### src/rtl/shift_sched_if.sv
// rtl/shift_sched_if.sv - request/response bundle between the two requesters, the consumer and shift_sched
interface shift_sched_if;
  logic [1:0]  req_valid;
  logic [1:0]  req_ready;
  logic [31:0] req0_dataA;
  logic [31:0] req1_dataA;
  logic [4:0]  req0_dataB;
  logic [4:0]  req1_dataB;
  logic [5:0]  req0_Signal;
  logic [5:0]  req1_Signal;
  logic        rsp_valid;
  logic        rsp_ready;
  logic        rsp_id;
  logic [31:0] rsp_dataOut;
  logic        rsp_err;

  modport master (
    output req_valid, req0_dataA, req1_dataA, req0_dataB, req1_dataB,
           req0_Signal, req1_Signal, rsp_ready,
    input  req_ready, rsp_valid, rsp_id, rsp_dataOut, rsp_err
  );

  modport slave (
    input  req_valid, req0_dataA, req1_dataA, req0_dataB, req1_dataB,
           req0_Signal, req1_Signal, rsp_ready,
    output req_ready, rsp_valid, rsp_id, rsp_dataOut, rsp_err
  );
endinterface

### src/rtl/shift_sched.sv
// rtl/shift_sched.sv - two-port arbiter/sequencer for a shared left-only barrel shifter
// Define SHIFT_SCHED_RR_EN for round-robin arbitration; otherwise requester 0 has fixed priority.
module shift_sched #(
  parameter logic [5:0] SLL = 6'b000000,
  parameter logic [5:0] SRL = 6'b000010,
  parameter logic [5:0] SRA = 6'b000011
) (
  input  logic              clk,
  input  logic              reset,
  shift_sched_if.slave      bus,
  output logic [31:0]       sh_dataA,
  output logic [4:0]        sh_dataB,
  output logic [5:0]        sh_Signal,
  output logic              sh_reset,
  input  logic [31:0]       sh_dataOut
);

  localparam logic [1:0] S_IDLE  = 2'd0;
  localparam logic [1:0] S_PASS1 = 2'd1;
  localparam logic [1:0] S_PASS2 = 2'd2;
  localparam logic [1:0] S_DONE  = 2'd3;

  localparam logic [1:0] K_SLL = 2'd0;
  localparam logic [1:0] K_SRL = 2'd1;
  localparam logic [1:0] K_SRA = 2'd2;
  localparam logic [1:0] K_ERR = 2'd3;

  function automatic logic [31:0] rev32(input logic [31:0] v);
    for (int i = 0; i < 32; i++) rev32[i] = v[31-i];
  endfunction

  logic [1:0]  state_q, state_d;
  logic [31:0] opa_q, opa_d;
  logic [4:0]  amt_q, amt_d;
  logic [1:0]  kind_q, kind_d;
  logic        id_q, id_d;
  logic [31:0] res_q, res_d;
  logic        err_q, err_d;

  logic        grant;
  logic [1:0]  ready;
  logic        fire;
  logic [31:0] sel_a;
  logic [4:0]  sel_b;
  logic [5:0]  sel_sig;
  logic [1:0]  sel_kind;

`ifdef SHIFT_SCHED_RR_EN
  // rr_q names the requester preferred when both are valid
  logic rr_q, rr_d;

  always_comb begin
    grant = (&bus.req_valid) ? rr_q : ~bus.req_valid[0];
    rr_d  = fire ? ~grant : rr_q;
  end

  always_ff @(posedge clk or negedge reset) begin
    if (!reset) rr_q <= 1'b0;
    else        rr_q <= rr_d;
  end
`else
  always_comb grant = ~bus.req_valid[0];
`endif

  always_comb begin
    ready = 2'b00;
    if (state_q == S_IDLE && reset)
      ready = grant ? {bus.req_valid[1], 1'b0} : {1'b0, bus.req_valid[0]};
    fire    = |ready;
    sel_a   = grant ? bus.req1_dataA  : bus.req0_dataA;
    sel_b   = grant ? bus.req1_dataB  : bus.req0_dataB;
    sel_sig = grant ? bus.req1_Signal : bus.req0_Signal;
    if (sel_sig == SLL)      sel_kind = K_SLL;
    else if (sel_sig == SRL) sel_kind = K_SRL;
    else if (sel_sig == SRA) sel_kind = K_SRA;
    else                     sel_kind = K_ERR;
  end

  always_comb begin
    state_d = state_q;
    opa_d   = opa_q;
    amt_d   = amt_q;
    kind_d  = kind_q;
    id_d    = id_q;
    res_d   = res_q;
    err_d   = err_q;
    case (state_q)
      S_IDLE: begin
        if (fire) begin
          opa_d   = sel_a;
          amt_d   = sel_b;
          kind_d  = sel_kind;
          id_d    = grant;
          err_d   = (sel_kind == K_ERR);
          state_d = S_PASS1;
        end
      end
      S_PASS1: begin
        if (kind_q == K_ERR)      res_d = 32'h0;
        else if (kind_q == K_SLL) res_d = sh_dataOut;
        else                      res_d = rev32(sh_dataOut);
        // negative SRA needs a second pass to fill the vacated top bits with ones
        state_d = (kind_q == K_SRA && opa_q[31] && amt_q != 5'd0) ? S_PASS2 : S_DONE;
      end
      S_PASS2: begin
        res_d   = res_q | ~rev32(sh_dataOut);
        state_d = S_DONE;
      end
      default: begin
        if (bus.rsp_ready) state_d = S_IDLE;
      end
    endcase
  end

  always_comb begin
    sh_dataA = 32'h0;
    sh_dataB = 5'd0;
    if (state_q == S_PASS1 && kind_q != K_ERR) begin
      sh_dataA = (kind_q == K_SLL) ? opa_q : rev32(opa_q);
      sh_dataB = amt_q;
    end else if (state_q == S_PASS2) begin
      sh_dataA = 32'hFFFF_FFFF;
      sh_dataB = amt_q;
    end
  end

  always_ff @(posedge clk or negedge reset) begin
    if (!reset) begin
      state_q <= S_IDLE;
      opa_q   <= 32'h0;
      amt_q   <= 5'd0;
      kind_q  <= K_SLL;
      id_q    <= 1'b0;
      res_q   <= 32'h0;
      err_q   <= 1'b0;
    end else begin
      state_q <= state_d;
      opa_q   <= opa_d;
      amt_q   <= amt_d;
      kind_q  <= kind_d;
      id_q    <= id_d;
      res_q   <= res_d;
      err_q   <= err_d;
    end
  end

  assign sh_Signal       = SLL;
  assign sh_reset        = ~reset;
  assign bus.req_ready   = ready;
  assign bus.rsp_valid   = (state_q == S_DONE);
  assign bus.rsp_id      = id_q;
  assign bus.rsp_dataOut = res_q;
  assign bus.rsp_err     = err_q;

endmodule

### src/flat_wrapper.sv
// flat-port wrapper written by rule: the top's interface ports become plain ports
module shift_sched_flat 
#(
  parameter logic [5:0] SLL = 6'b000000,
  parameter logic [5:0] SRL = 6'b000010,
  parameter logic [5:0] SRA = 6'b000011
)
  (clk, reset, sh_dataA, sh_dataB, sh_Signal, sh_reset, sh_dataOut, bus_req_valid, bus_req0_dataA, bus_req1_dataA, bus_req0_dataB, bus_req1_dataB, bus_req0_Signal, bus_req1_Signal, bus_rsp_ready, bus_req_ready, bus_rsp_valid, bus_rsp_id, bus_rsp_dataOut, bus_rsp_err);
  shift_sched_if bus_i ();
  input  logic clk;
  input  logic reset;
  output logic [31:0] sh_dataA;
  output logic [4:0] sh_dataB;
  output logic [5:0] sh_Signal;
  output logic sh_reset;
  input  logic [31:0] sh_dataOut;
  input wire logic [$bits(bus_i.req_valid)-1:0] bus_req_valid;
  input wire logic [$bits(bus_i.req0_dataA)-1:0] bus_req0_dataA;
  input wire logic [$bits(bus_i.req1_dataA)-1:0] bus_req1_dataA;
  input wire logic [$bits(bus_i.req0_dataB)-1:0] bus_req0_dataB;
  input wire logic [$bits(bus_i.req1_dataB)-1:0] bus_req1_dataB;
  input wire logic [$bits(bus_i.req0_Signal)-1:0] bus_req0_Signal;
  input wire logic [$bits(bus_i.req1_Signal)-1:0] bus_req1_Signal;
  input wire logic [$bits(bus_i.rsp_ready)-1:0] bus_rsp_ready;
  output wire logic [$bits(bus_i.req_ready)-1:0] bus_req_ready;
  output wire logic [$bits(bus_i.rsp_valid)-1:0] bus_rsp_valid;
  output wire logic [$bits(bus_i.rsp_id)-1:0] bus_rsp_id;
  output wire logic [$bits(bus_i.rsp_dataOut)-1:0] bus_rsp_dataOut;
  output wire logic [$bits(bus_i.rsp_err)-1:0] bus_rsp_err;
  assign bus_i.req_valid = bus_req_valid;
  assign bus_i.req0_dataA = bus_req0_dataA;
  assign bus_i.req1_dataA = bus_req1_dataA;
  assign bus_i.req0_dataB = bus_req0_dataB;
  assign bus_i.req1_dataB = bus_req1_dataB;
  assign bus_i.req0_Signal = bus_req0_Signal;
  assign bus_i.req1_Signal = bus_req1_Signal;
  assign bus_i.rsp_ready = bus_rsp_ready;
  assign bus_req_ready = bus_i.req_ready;
  assign bus_rsp_valid = bus_i.rsp_valid;
  assign bus_rsp_id = bus_i.rsp_id;
  assign bus_rsp_dataOut = bus_i.rsp_dataOut;
  assign bus_rsp_err = bus_i.rsp_err;
  shift_sched #(.SLL(SLL), .SRL(SRL), .SRA(SRA)) u_core (.clk(clk), .reset(reset), .bus(bus_i), .sh_dataA(sh_dataA), .sh_dataB(sh_dataB), .sh_Signal(sh_Signal), .sh_reset(sh_reset), .sh_dataOut(sh_dataOut));
endmodule
### config.mk
export PLATFORM = sky130hd
export DESIGN_NAME = shift_sched_flat
export DESIGN_NICKNAME = d
export VERILOG_FILES = /design/src/rtl/shift_sched_if.sv /design/src/rtl/shift_sched.sv /design/src/flat_wrapper.sv
export SDC_FILE = /design/constraint.sdc
export NUM_CORES = 1
export LEC_CHECK = 0
export ABC_AREA = 0
export BUFFER_PORTS_ARGS = -buffer_cell sky130_fd_sc_hd__buf_4
export CORE_UTILIZATION = 40
export DETAILED_ROUTE_END_ITERATION = 10
export GPL_ROUTABILITY_DRIVEN = 0
export GPL_TIMING_DRIVEN = 1
export MAX_ROUTING_LAYER = met4
export PLACE_DENSITY = 0.73
export RECOVER_POWER = 25
export SKIP_LAST_GASP = 1
export SLEW_MARGIN = 30
export SYNTH_ARGS = -nofsm -noshare
export SYNTH_HDL_FRONTEND = slang
export SYNTH_SLANG_ARGS = --single-unit
### constraint.sdc
create_clock -name clk -period 4.25 [get_ports clk]
set_clock_uncertainty 0.1 [all_clocks]
set_input_delay 0.6375 -clock clk [delete_from_list [all_inputs] [get_ports clk]]
set_output_delay 0.6375 -clock clk [all_outputs]
set_load 0.01 [all_outputs]
==> flow_metrics.tcl <==
set metrics [dict create \
    hold_viol_final 0 \
    cp-endpoint "sh_dataA[9]" \
    status "complete, but fails checks" \
    dieArea_sq_um 13300 \
    grt_setup_unrepaired "no" \
    synth_edf_count 0 \
    cp_slowest_cell "nor2_4" \
    p_per_area_nw_per_um2 713 \
    p_seq_share_pct 27.3 \
    ctsResizeCount 0 \
    pwr-share-clk_pct 17.0 \
    crit_type "reg -> out" \
    r2r_slack_ps 1770 \
    cp_cell_sequence "nor2_4 -> buf_4 -> mux2i_1 -> a31oi_1 -> buf_4" \
    worst_pin_slew_ps 1580 \
    cp.arrival_ps 2250 \
    violations "max-capacitance violations, max-slew violations" \
    synth_area_sq_um 5120 \
    clkLatencyLatePin_ps 330 \
    antenna_left 0 \
    swShare_pct 41.6 \
    dpl.hpwl_mm 10.1 \
    io_pins 204 \
    cts_hold_buffers 0 \
    critPathBufInv 2 \
    start_kind "register" \
    postSynthCellCount 552 \
    drcViolationCount 0 \
    path_max_fanout 17 \
    holdCritPathClass "in -> async" \
    rows 40 \
    core_area_sq_um 12300 \
    crit_cells 5 \
    finalSetupViolations 0 \
    fmax_ghz 0.335 \
    ir_worst_vdd_mv 0.378 \
    die_y_um 115 \
    yosys_warnings 0 \
    synth_flop_cell "dfrtp_1" \
    r2r_cells 6 \
    vias 4754 \
    h-tree-depth 3 \
    drv_cap 1 \
    cts.repair_timing.setup_buffer_count 0 \
    reg2reg_to "u_core.bus.rsp_dataOut[12]" \
    end_kind "primary output" \
    drive_gt1_share_pct 34.1 \
    fin_tns_setup_ps 0 \
    cp_common_cell "buf_4" \
    dr.pass1.iters 5 \
    layout_setup_ws_ps 1260 \
    internal_power_uw 2870 \
    crit_path_max_incr_delay_ps 510 \
    max-clock-path-buffers 2 \
    r2r-start "u_core.state_q[0]" \
    synth-seq-cells 75 \
    wl_per_cell_um 16.1 \
    clkSinkCount 75 \
    preCtsSetupSlack_ps 1460 \
    drt_iter0_drc 261 \
    finalNetCount 844 \
    antenna_found_initial 1 \
    path_clk_slew_ps 60 \
    switchingPower_uw 2050 \
    area_delta_synth_final_pct 34.7 \
    grt_pass1_wl_mm 22.6 \
    port_buffers 197 \
    async_flop_share_pct 100 \
    die_w_um 115 \
    syn_area_per_cell_sq_um 9.28 \
    wl_mm 14.3 \
    synth_cell_types 36 \
    p_leak_uw 0.00331 \
    maxSlewHeadroom_pct -5.16 \
    startpoint "u_core.kind_q[1]" \
    power_frac_comb_pct 55.7 \
    cts_buffers 9 \
    crit_required_ps 3510 \
    grt_max_degree 77 \
    cp_top_family "buffers and inverters" \
    slew_violations 62 \
    yosysSeqAreaShare_pct 36.6 \
    via_per_inst 5.34 \
    grt_pass1_vias 4693 \
    start_util_pct 41.8 \
    fin_crit_sh_pct 70.3 \
    cts_tree "done" \
    grt_util_all_layers_pct 22.5 \
    root_buffer "clkbuf_16" \
    period_minus_slack_ps 2990 \
    grt_overflow 0 \
]
## worst min path at each step
stage                                 start                 to  slack [ps]  cells past startpoint
after floorplan                       reset    u_core.amt_q[0]         240                      0
after global placement    u_core.bus.rsp_id  u_core.bus.rsp_id         390                      2
after detailed placement   u_core.opa_q[27]   u_core.opa_q[27]         400                      2
after CTS                             reset   u_core.opa_q[30]          70                      1
after global routing       u_core.opa_q[16]   u_core.opa_q[16]         420                      2
final                                 reset    u_core.amt_q[4]         380                      1
## cells by family after synthesis
family	count (synthesis)	share of synthesized area, %
compound gates	161	17.9
xor+xnor	2	0.342
other cells	1	0.0732
fa+ha+maj	5	1.22
buf+inv	63	7.26
flops	75	36.6
mux	120	23.9
simple gates	125	12.7
## final cells by class
| type | instances | area [sq um] |
|---|---|---|
| clock inverter | 4 | 72.6 |
| inverter | 4 | 15.0 |
| tap | 168 | 210 |
| timing repair buffer | 207 | 1570 |
| antenna | 1 | 2.50 |
| clock buffer | 12 | 256 |
| multi-input combinational | 419 | 2890 |
| sequential | 75 | 1880 |
| fill | 1107 | 5360 |
## registers in the layout, indices dropped and copies added (netlist names)
name	cells
u_core.amt_q	5
u_core.bus.rsp_dataOut	32
u_core.bus.rsp_err	1
u_core.bus.rsp_id	1
u_core.kind_q	2
u_core.opa_q	32
u_core.state_q	2
## power by group through the flow
stage,sequential (uW),clock [uW],combinational (uW)
floorplan,1350,0,1560
global placement,1330,0,2610
detailed placement,1350,0,2680
CTS,1340,852,2700
global route,1380,883,3010
finish,1340,839,2740
## layer usage
layer / up-vias / track usage (%) / routed length, um
met5: - / - / 0
li1: 2292 / - / -
met4: 0 / 8.66 / 200
met3: 17 / 3.43 / 831
met2: 199 / 37.9 / 7130
met1: 2246 / 27.2 / 6130
## per-stage QoR
stage                     instances  hold WS, ps  total power [uW]  cell area (sq um)  util (%)
after floorplan                 557          242              2910               5140         -
after global placement          872          385              3940               6550      53.4
after detailed placement        872          396              4030               6550      53.4
after CTS                       888         74.0              4890               6870      56.1
after global routing            890          425              5270               6900      56.3
final                           890          382              4920               6900      56.3
## placed cells by master (no fill, tap or decap), drive strengths merged, types with 2 or more instances in the layout
cell type,instances
a21oi,66
a31oi,36
buf,205
bufinv,2
clkbuf,14
conb,6
dfrtp,75
ha,5
inv,4
mux2,17
mux2i,103
nand2,70
nand3b,16
nor2,5
nor2b,22
nor3,2
nor4,2
nor4b,2
o211ai,2
o21a,16
o21ai,38
or4,3
xor2,2
## synth_stat cells, types with 2 or more instances
cell type  number  share of area, %
nor4b_2         2              0.59
buf_4          10               1.5
inv_1           4              0.29
a21oi_1        65               6.4
a31oi_1        36               4.4
xor2_1          2              0.34
nand3b_1       16               2.3
buf_2          20               2.0
or4_1           3              0.44
buf_6           6               1.3
clkbuf_1       20               1.5
o211ai_1        2              0.29
nor2b_1        22               2.7
nor3_1          2              0.20
nor2_1          4              0.29
o21ai_0        38               3.7
mux2_2         17               3.7
nand2_1        69               5.1
ha_1            5               1.2
mux2i_1       103                20
dfrtp_1        75                37
nor4_1          2              0.24
o21a_1         16               2.3
No activity file was read; power rests on OpenSTA's default activity.
